### src/rtl/jk_pkg.sv
`default_nettype none
// ---------------------------------------------------------------------------
// jk_pkg : shared mode encodings for the JK register bank
// Rev 1.0 : initial release
// ---------------------------------------------------------------------------
package jk_pkg;

  localparam int MODE_W = 2;

  localparam logic [MODE_W-1:0] MODE_JK = 2'b00;
  localparam logic [MODE_W-1:0] MODE_UP = 2'b01;
  localparam logic [MODE_W-1:0] MODE_DN = 2'b10;
  localparam logic [MODE_W-1:0] MODE_LD = 2'b11;

endpackage : jk_pkg
`default_nettype wire

### src/rtl/jk_cell.sv
`default_nettype none
// ---------------------------------------------------------------------------
// jk_cell : single JK flip-flop with clock enable and synchronous load
// Rev 1.0 : initial release
// ---------------------------------------------------------------------------
module jk_cell (
  input  logic clk,
  input  logic rst,
  input  logic rst_val,
  input  logic en,
  input  logic j,
  input  logic k,
  input  logic ld,
  input  logic d,
  output logic q
);

  logic q_q;
  logic q_d;

  always_comb begin
    q_d = q_q;
    if (ld) begin
      q_d = d;
    end else begin
      case ({j, k})
        2'b00:   q_d = q_q;
        2'b01:   q_d = 1'b0;
        2'b10:   q_d = 1'b1;
        default: q_d = ~q_q;
      endcase
    end
  end

  always_ff @(posedge clk) begin
    if (rst) begin
      q_q <= rst_val;
    end else if (en) begin
      q_q <= q_d;
    end
  end

  assign q = q_q;

endmodule : jk_cell
`default_nettype wire

### src/rtl/jk_reg_bank.sv
`default_nettype none
// ---------------------------------------------------------------------------
// jk_reg_bank : WIDTH-bit JK register bank with load and up/down counting
// Rev 1.0 : initial release
// ---------------------------------------------------------------------------
module jk_reg_bank
  import jk_pkg::*;
#(
  parameter int               WIDTH     = 4,
  parameter logic [WIDTH-1:0] RESET_VAL = '0
) (
  input  logic              clk,
  input  logic              rst,
  input  logic              en,
  input  logic [MODE_W-1:0] mode,
  input  logic [WIDTH-1:0]  j,
  input  logic [WIDTH-1:0]  k,
  input  logic [WIDTH-1:0]  d,
  output logic [WIDTH-1:0]  q,
  output logic [WIDTH-1:0]  qn,
  output logic              wrap
);

  logic [WIDTH-1:0] w_q;
  logic [WIDTH-1:0] w_carry;
  logic [WIDTH-1:0] w_borrow;
  logic [WIDTH-1:0] w_j_sel;
  logic [WIDTH-1:0] w_k_sel;
  logic             w_ld;
  logic             wrap_q;
  logic             wrap_d;

  // Bit i toggles when every lower bit is 1 (up) or 0 (down).
  assign w_carry[0]  = 1'b1;
  assign w_borrow[0] = 1'b1;

  generate
    for (genvar gi = 1; gi < WIDTH; gi++) begin : g_chain
      assign w_carry[gi]  = &w_q[gi-1:0];
      assign w_borrow[gi] = ~|w_q[gi-1:0];
    end
  endgenerate

  always_comb begin
    w_j_sel = j;
    w_k_sel = k;
    w_ld    = 1'b0;
    wrap_d  = 1'b0;
    case (mode)
      MODE_UP: begin
        w_j_sel = w_carry;
        w_k_sel = w_carry;
        wrap_d  = &w_q;
      end
      MODE_DN: begin
        w_j_sel = w_borrow;
        w_k_sel = w_borrow;
        wrap_d  = ~|w_q;
      end
      MODE_LD: begin
        w_ld = 1'b1;
      end
      default: ;
    endcase
  end

  generate
    for (genvar gi = 0; gi < WIDTH; gi++) begin : g_cell
      jk_cell u_cell (
        .clk     (clk),
        .rst     (rst),
        .rst_val (RESET_VAL[gi]),
        .en      (en),
        .j       (w_j_sel[gi]),
        .k       (w_k_sel[gi]),
        .ld      (w_ld),
        .d       (d[gi]),
        .q       (w_q[gi])
      );
    end
  endgenerate

  always_ff @(posedge clk) begin
    if (rst) begin
      wrap_q <= 1'b0;
    end else if (en) begin
      wrap_q <= wrap_d;
    end
  end

  assign q    = w_q;
  assign qn   = ~w_q;
  assign wrap = wrap_q;

endmodule : jk_reg_bank
`default_nettype wire
### config.mk
export PLATFORM = sky130hd
export DESIGN_NAME = jk_reg_bank
export DESIGN_NICKNAME = d
export VERILOG_FILES = /design/src/rtl/jk_pkg.sv /design/src/rtl/jk_cell.sv /design/src/rtl/jk_reg_bank.sv
export SDC_FILE = /design/constraint.sdc
export NUM_CORES = 1
export LEC_CHECK = 0
export ABC_AREA = 1
export BUFFER_PORTS_ARGS = -buffer_cell sky130_fd_sc_hd__buf_2
export CAP_MARGIN = 20
export CORE_MARGIN = 3
export CORE_UTILIZATION = 45
export DETAILED_ROUTE_END_ITERATION = 8
export HOLD_SLACK_MARGIN = 0.03
export PLACE_DENSITY = 0.82
export SYNTH_ARGS = -nofsm -noshare
export SYNTH_HDL_FRONTEND = slang
export SYNTH_SLANG_ARGS = --single-unit
### constraint.sdc
create_clock -name clk -period 2.1 [get_ports clk]
set_clock_uncertainty 0.1 [all_clocks]
set_input_delay 0.42 -clock clk [delete_from_list [all_inputs] [get_ports clk]]
set_output_delay 0.42 -clock clk [all_outputs]
set_load 0.1 [all_outputs]
==> results.py, run 1 <==
metrics = {
    "placement": {
        "dp.final_hpwl_mm": 1.312,
        "dpl_cell_area_sq_um": 799.5,
        "io_buffers": 25,
        "dp_cells": 138,
        "place_ws_ps": -50.66,
        "gp_congestion": 0.7790,
    },
    "final_layout": {
        "fillCellCount": 152,
        "register_area_sq_um": 101.3,
        "multi_input_comb_area_sq_um": 464.2,
        "final_util_pct": 62.20,
        "syn2layout_area_growth_pct": 26.29,
        "fin_area_sq_um": 829.5,
        "n_antenna_cell": 0,
        "drive_gt1_share_pct": 35.43,
        "nets": 157,
        "layout.cells.non_filler": 142,
    },
    "yosys": {
        "netlist_area_sq_um": 656.9,
        "synth_top_flop_cell": "dfxtp_1",
        "syn_avg_cell_area_sq_um": 6.635,
        "synth_common_cells": "nand2_1 (19), inv_1 (14), ha_1 (12), a21oi_1 (10), nand3_1 (7)",
        "ys_seq_area_share_pct": 15.24,
        "synthCells": 99,
        "synthDistinctLibCells": 17,
        "yosysMostFrequentCell": "nand2_1",
        "yosysTopAreaCell": "ha_1",
        "netlist.area_leader.share_pct": 22.86,
        "async_reset_ff_share_pct": 0,
        "syn-num-nets": 128,
        "yosys_register_bits": 5,
        "synth_area_leaders": "ha_1 (23%), dfxtp_1 (15%), nand2_1 (11%)",
        "synth_edf_count": 0,
        "yosysWarnings": 0,
    },
    "floorplan": {
        "die_x_microns": 44.21,
        "core_sq_um": 1334,
        "num_io_pins": 26,
        "rows": 13,
        "start_util_pct": 49.25,
        "dieArea_sq_um": 1954,
        "dieHeight_microns": 44.21,
    },
    "job": {
        "cap_violations": 0,
    },
    "grt": {
        "grt_first_pass_wirelength_mm": 2.608,
        "grt_antenna_before_repair": 0,
        "track_usage_pct": 17.47,
        "grt_pass1_vias": 668,
        "grt_max_degree": 13,
        "grt_overflow_total": 0,
    },
    "worst_setup_path": {
        "criticalPathCategory": "in -> reg",
        "worstSetupStartpointType": "input pin",
        "critPathArrivalTime_ps": 1960,
        "worstPathCellList": "buf_2, inv_1, ha_1, buf_4, mux2i_1, ha_1, nand2_1, o21ai_0, nand2_1, nand3_1, a21oi_1",
        "cpMaxStageDelayCell": "ha_1",
        "critPathLaunch": "mode[0]",
        "crit_family": "adder cells",
        "worstPathRequired_ps": 2160,
        "worstPathMaxFanout": 4,
        "rr_startpoint": "g_cell[1].u_cell.q",
        "slowest_delay_ps": 310,
        "end_kind": "flop",
        "cp_num_buf_inv": 3,
    },
    "pwr": {
        "leakage_nw": 0.4417,
        "p_total_mw": 0.5552,
        "peakVddDrop_mv": 0.2488,
        "p_per_area_nw_per_um2": 669.2,
    },
    "timing": {
        "hold_slack_ps": 301.2,
        "fin_crit_ps": 1904,
        "tightest_slew_ps": 484.8,
        "timing.final.ws_setup_ps": 196.1,
        "setup-violations-final": 0,
        "slew_viol_final": 0,
        "relSlewSlack_pct": 67.90,
        "max_freq_mhz": 525.2,
        "tns_ps": 0,
        "period_share_pct": 90.66,
        "hold_viol": 0,
        "rsz0062_at_grt": "false",
    },
    "drt": {
        "drt_first_pass_iters": 4,
        "via_per_inst": 5.028,
        "wl_met1_microns": 627,
        "drc": 0,
        "wl_per_cell_microns": 10.57,
        "routed_wl_mm": 1.501,
        "vias": 714,
        "dr.first_iter.drc_count": 6,
        "highest_layer": "met4",
        "wl_met2_microns": 785,
        "antenna_left": 0,
        "route.met3.wl_microns": 69,
    },
    "status": {
        "status": "completed",
    },
    "cts": {
        "clock_sinks": 5,
        "clockRootBuffer": "clkbuf_4",
        "clk_pin_slew_ps": 40,
        "cts_setup_buffers": 0,
        "cts_tree": "built",
        "cts_buffers": 3,
        "htreeDepth": 1,
        "clock_latency_ps": 240,
        "cts_buffer_depth": 2,
    },
    "worst_hold_path": {
        "hp-class": "in -> reg",
        "min-delay-start": "rst",
    },
}
## layer usage
| metal | track usage [%] | vias up |
|---|---|---|
| met5 | 0 | - |
| met4 | 9.639 | 0 |
| met3 | 1.220 | 2 |
| met2 | 32.27 | 22 |
| met1 | 19.46 | 319 |
| li1 | - | 371 |
## final cells by class
| cell class | instances | area share (%) |
|---|---|---|
| well taps | 15 | 2.262 |
| multi-input cells | 73 | 55.96 |
| clock buffers | 4 | 3.167 |
| flip-flops and latches | 5 | 12.22 |
| repair buffers | 29 | 18.70 |
| inverters | 16 | 7.692 |
## power by group
group | total [mW] | switching, mW | internal (mW)
Clock | 0.111 | 0.0396 | 0.0719
Sequential | 0.121 | 0.0151 | 0.106
Combinational | 0.322 | 0.236 | 0.0868
## cell usage in the layout, fill, tap and decap left out
master      Yosys  layout
inv_2           2       2
nand4_1         1       1
a21oi_1        10       9
clkbuf_4        0       3
dfxtp_2         0       1
o21ai_0         6       6
buf_4           4       4
clkinvlp_4      0       1
or2_2           4       4
dfxtp_1         5       4
mux2i_1         1       1
nor2_1          5       5
nand2_1        19      19
nand3_2         0       1
nand3_1         7       6
buf_2           0      25
o21bai_1        1       1
or2_0           4       4
clkbuf_1        0       1
inv_1          14      13
ha_1           12      12
o21ai_2         3       3
a21oi_2         0       1
## registers in the layout (all words and copies together) (netlist names)
register / cells
g_cell.u_cell.q: 4
wrap: 1
## final timing paths
| path | end | slack (ps) | cells past startpoint |
|---|---|---|---|
| worst max-delay path | g_cell[2].u_cell.q | 200 | 11 |
| worst min-delay path | g_cell[1].u_cell.q | 300 | 2 |
| worst max register to register | g_cell[3].u_cell.q | 310 | 11 |
| worst min register to register | wrap | 450 | 2 |
## timing repair
item | CTS | global route
hold endpoints to repair | 0 | 0
resized for setup | 0 | 1
endpoints found under the setup margin | 0 | 1
hold buffers | 0 | 0
## cell families after synthesis
logic type | count (synthesis) | share of synthesized area [%]
and+or+nand+nor | 40 | 27.62
AOI/OAI and AO/OA | 20 | 17.33
adders and majority gates | 12 | 22.86
muxes | 1 | 1.524
buffers and inverters | 21 | 15.43
DFF | 5 | 15.24
Note: power is estimated with default switching activity, not from simulation.
==> inputs of run 2 (changes only) <==
RECOVER_POWER = 100   (was default)
==> run 2 against run 1 <==
Combinational power about the same. Sequential cell count unchanged. Final cell count unchanged. Sequential share of layout area increased by 0.056 points. Setup slack got worse by 9.2 ps. Critical endpoint unchanged. Largest power group unchanged. Critical path type unchanged. Cell area decreased by 0.45%. Count of clock-buffer cells in the layout unchanged.
==> results.py, run 2 (synthesis results as in run 1) <==
metrics = {
    "worst_setup_path": {
        "critPathArrivalTime_ps": 1970,
        "end_kind": "flop",
        "worstPathRequired_ps": 2160,
        "criticalPathCategory": "in -> reg",
        "worstSetupStartpointType": "input pin",
        "worstPathMaxFanout": 4,
        "r2r_setup_slack_ps": 290,
    },
    "grt": {
        "grt_pass1_vias": 668,
        "grt_first_pass_wirelength_mm": 2.608,
        "grt_overflow_total": 0,
        "grt_max_degree": 13,
        "grt_antenna_before_repair": 0,
        "track_usage_pct": 17.47,
    },
    "floorplan": {
        "start_util_pct": 49.25,
        "die_x_microns": 44.21,
        "core_sq_um": 1334,
        "dieArea_sq_um": 1954,
        "num_io_pins": 26,
        "rows": 13,
        "dieHeight_microns": 44.21,
    },
    "timing": {
        "slew_viol_final": 0,
        "relSlewSlack_pct": 64.14,
        "setup-violations-final": 0,
        "period_share_pct": 91.10,
        "timing.final.ws_setup_ps": 186.9,
        "max_freq_mhz": 522.7,
        "tightest_slew_ps": 540.2,
        "fin_crit_ps": 1913,
        "hold_viol": 0,
        "rsz0062_at_grt": "false",
    },
    "final_layout": {
        "layout_commonest_cell": "nand2_1",
        "drive_gt1_share_pct": 34.65,
        "n_antenna_cell": 0,
        "final_cell_mix": "nand2_1 (19), buf_2 (15), inv_1 (13), ha_1 (12), clkbuf_2 (10)",
        "syn2layout_area_growth_pct": 25.71,
        "nets": 157,
        "layout.cells.non_filler": 142,
        "largest_register_ffs": 4,
    },
    "placement": {
        "place_ws_ps": -50.66,
        "gp_congestion": 0.7790,
        "io_buffers": 25,
        "dp.final_hpwl_mm": 1.312,
        "dp_cells": 138,
    },
    "pwr": {
        "p_per_area_nw_per_um2": 666.0,
        "peakVddDrop_mv": 0.2435,
        "leakage_nw": 0.4390,
    },
    "drt": {
        "drc": 0,
        "routed_wl_mm": 1.491,
        "vias": 713,
        "wl_per_cell_microns": 10.50,
        "antenna_left": 0,
        "dr.first_iter.drc_count": 2,
        "via_per_inst": 5.021,
        "drt_first_pass_iters": 4,
    },
    "job": {
        "cap_violations": 0,
    },
    "cts": {
        "clock_sinks": 5,
        "cts_buffer_depth": 2,
        "clk_pin_slew_ps": 40,
        "clock_latency_ps": 240,
        "clockRootBuffer": "clkbuf_4",
        "cts_tree": "built",
        "htreeDepth": 1,
        "cts_buffers": 3,
    },
    "worst_hold_path": {
        "hp-class": "in -> reg",
    },
    "status": {
        "status": "completed",
    },
}
==> run 2: cell types whose count changed in the layout (fill, tap and decap cells not counted), sizes merged <==
cell,delta
buf,-11
clkbuf,+11
==> run 2: per-layer routing <==
metal / share of wire [%] / GRT usage (%) / vias up
li1: - / - / 371
met1: 42 / 19.46 / 323
met2: 54 / 32.27 / 19
met3: 4.0 / 1.220 / 0
met4: 0 / 9.639 / 0
met5: 0 / 0 / -
==> run 2: path summary, 6_finish.rpt <==
check	cells after the start	start	to
worst max-delay path	11	mode[0]	g_cell[2].u_cell.q
worst min-delay path	2	rst	g_cell[1].u_cell.q
worst min register to register	2	wrap	wrap
worst max register to register	11	g_cell[0].u_cell.q	g_cell[1].u_cell.q
==> run 2: repair_timing <==
item                       CTS  global route
setup endpoints to repair    0             1
hold buffers                 0             0
gates resized for setup      0             1
setup buffers                0             0
==> run 2: critical path, cell delays in order <==
cell and delay [ps]:
clkbuf_2 120, inv_1 50, ha_1 310, buf_4 130
mux2i_1 250, ha_1 290, nand2_1 70, o21ai_0 80
nand2_1 60, nand3_1 60, a21oi_1 140
==> run 2: layout make-up <==
class                      count  area [sq um]
fill                         152         508.0
multi-input combinational     73         464.2
timing repair buffer          29         151.4
sequential                     5         101.3
inverter                      16         63.81
clock buffer                   4         26.28
tap                           15         18.77
==> run 2: metrics by stage <==
stage          setup TNS (ps)  hold WS (ps)  utilization, %  area, sq um  power, mW
2_1_floorplan               0         381.7               -        666.9     0.3844
3_3_place_gp                0         403.6           59.94        799.5     0.4340
3_5_place_dp           -177.1         434.6           59.94        799.5     0.4441
4_1_cts                     0         295.7           61.91        825.8     0.5567
5_1_grt                     0         310.3           61.91        825.8     0.5951
6_report                    0         305.8           61.91        825.8     0.5500
==> run 2: power by group <==
group	switching, mW	total (mW)	leakage (nW)	internal [mW]
clock	0.0364	0.108	0.0150	0.0716
sequential	0.0151	0.121	0.0416	0.106
combinational	0.236	0.321	0.382	0.0845
total	0.288	0.550	0.439	0.262
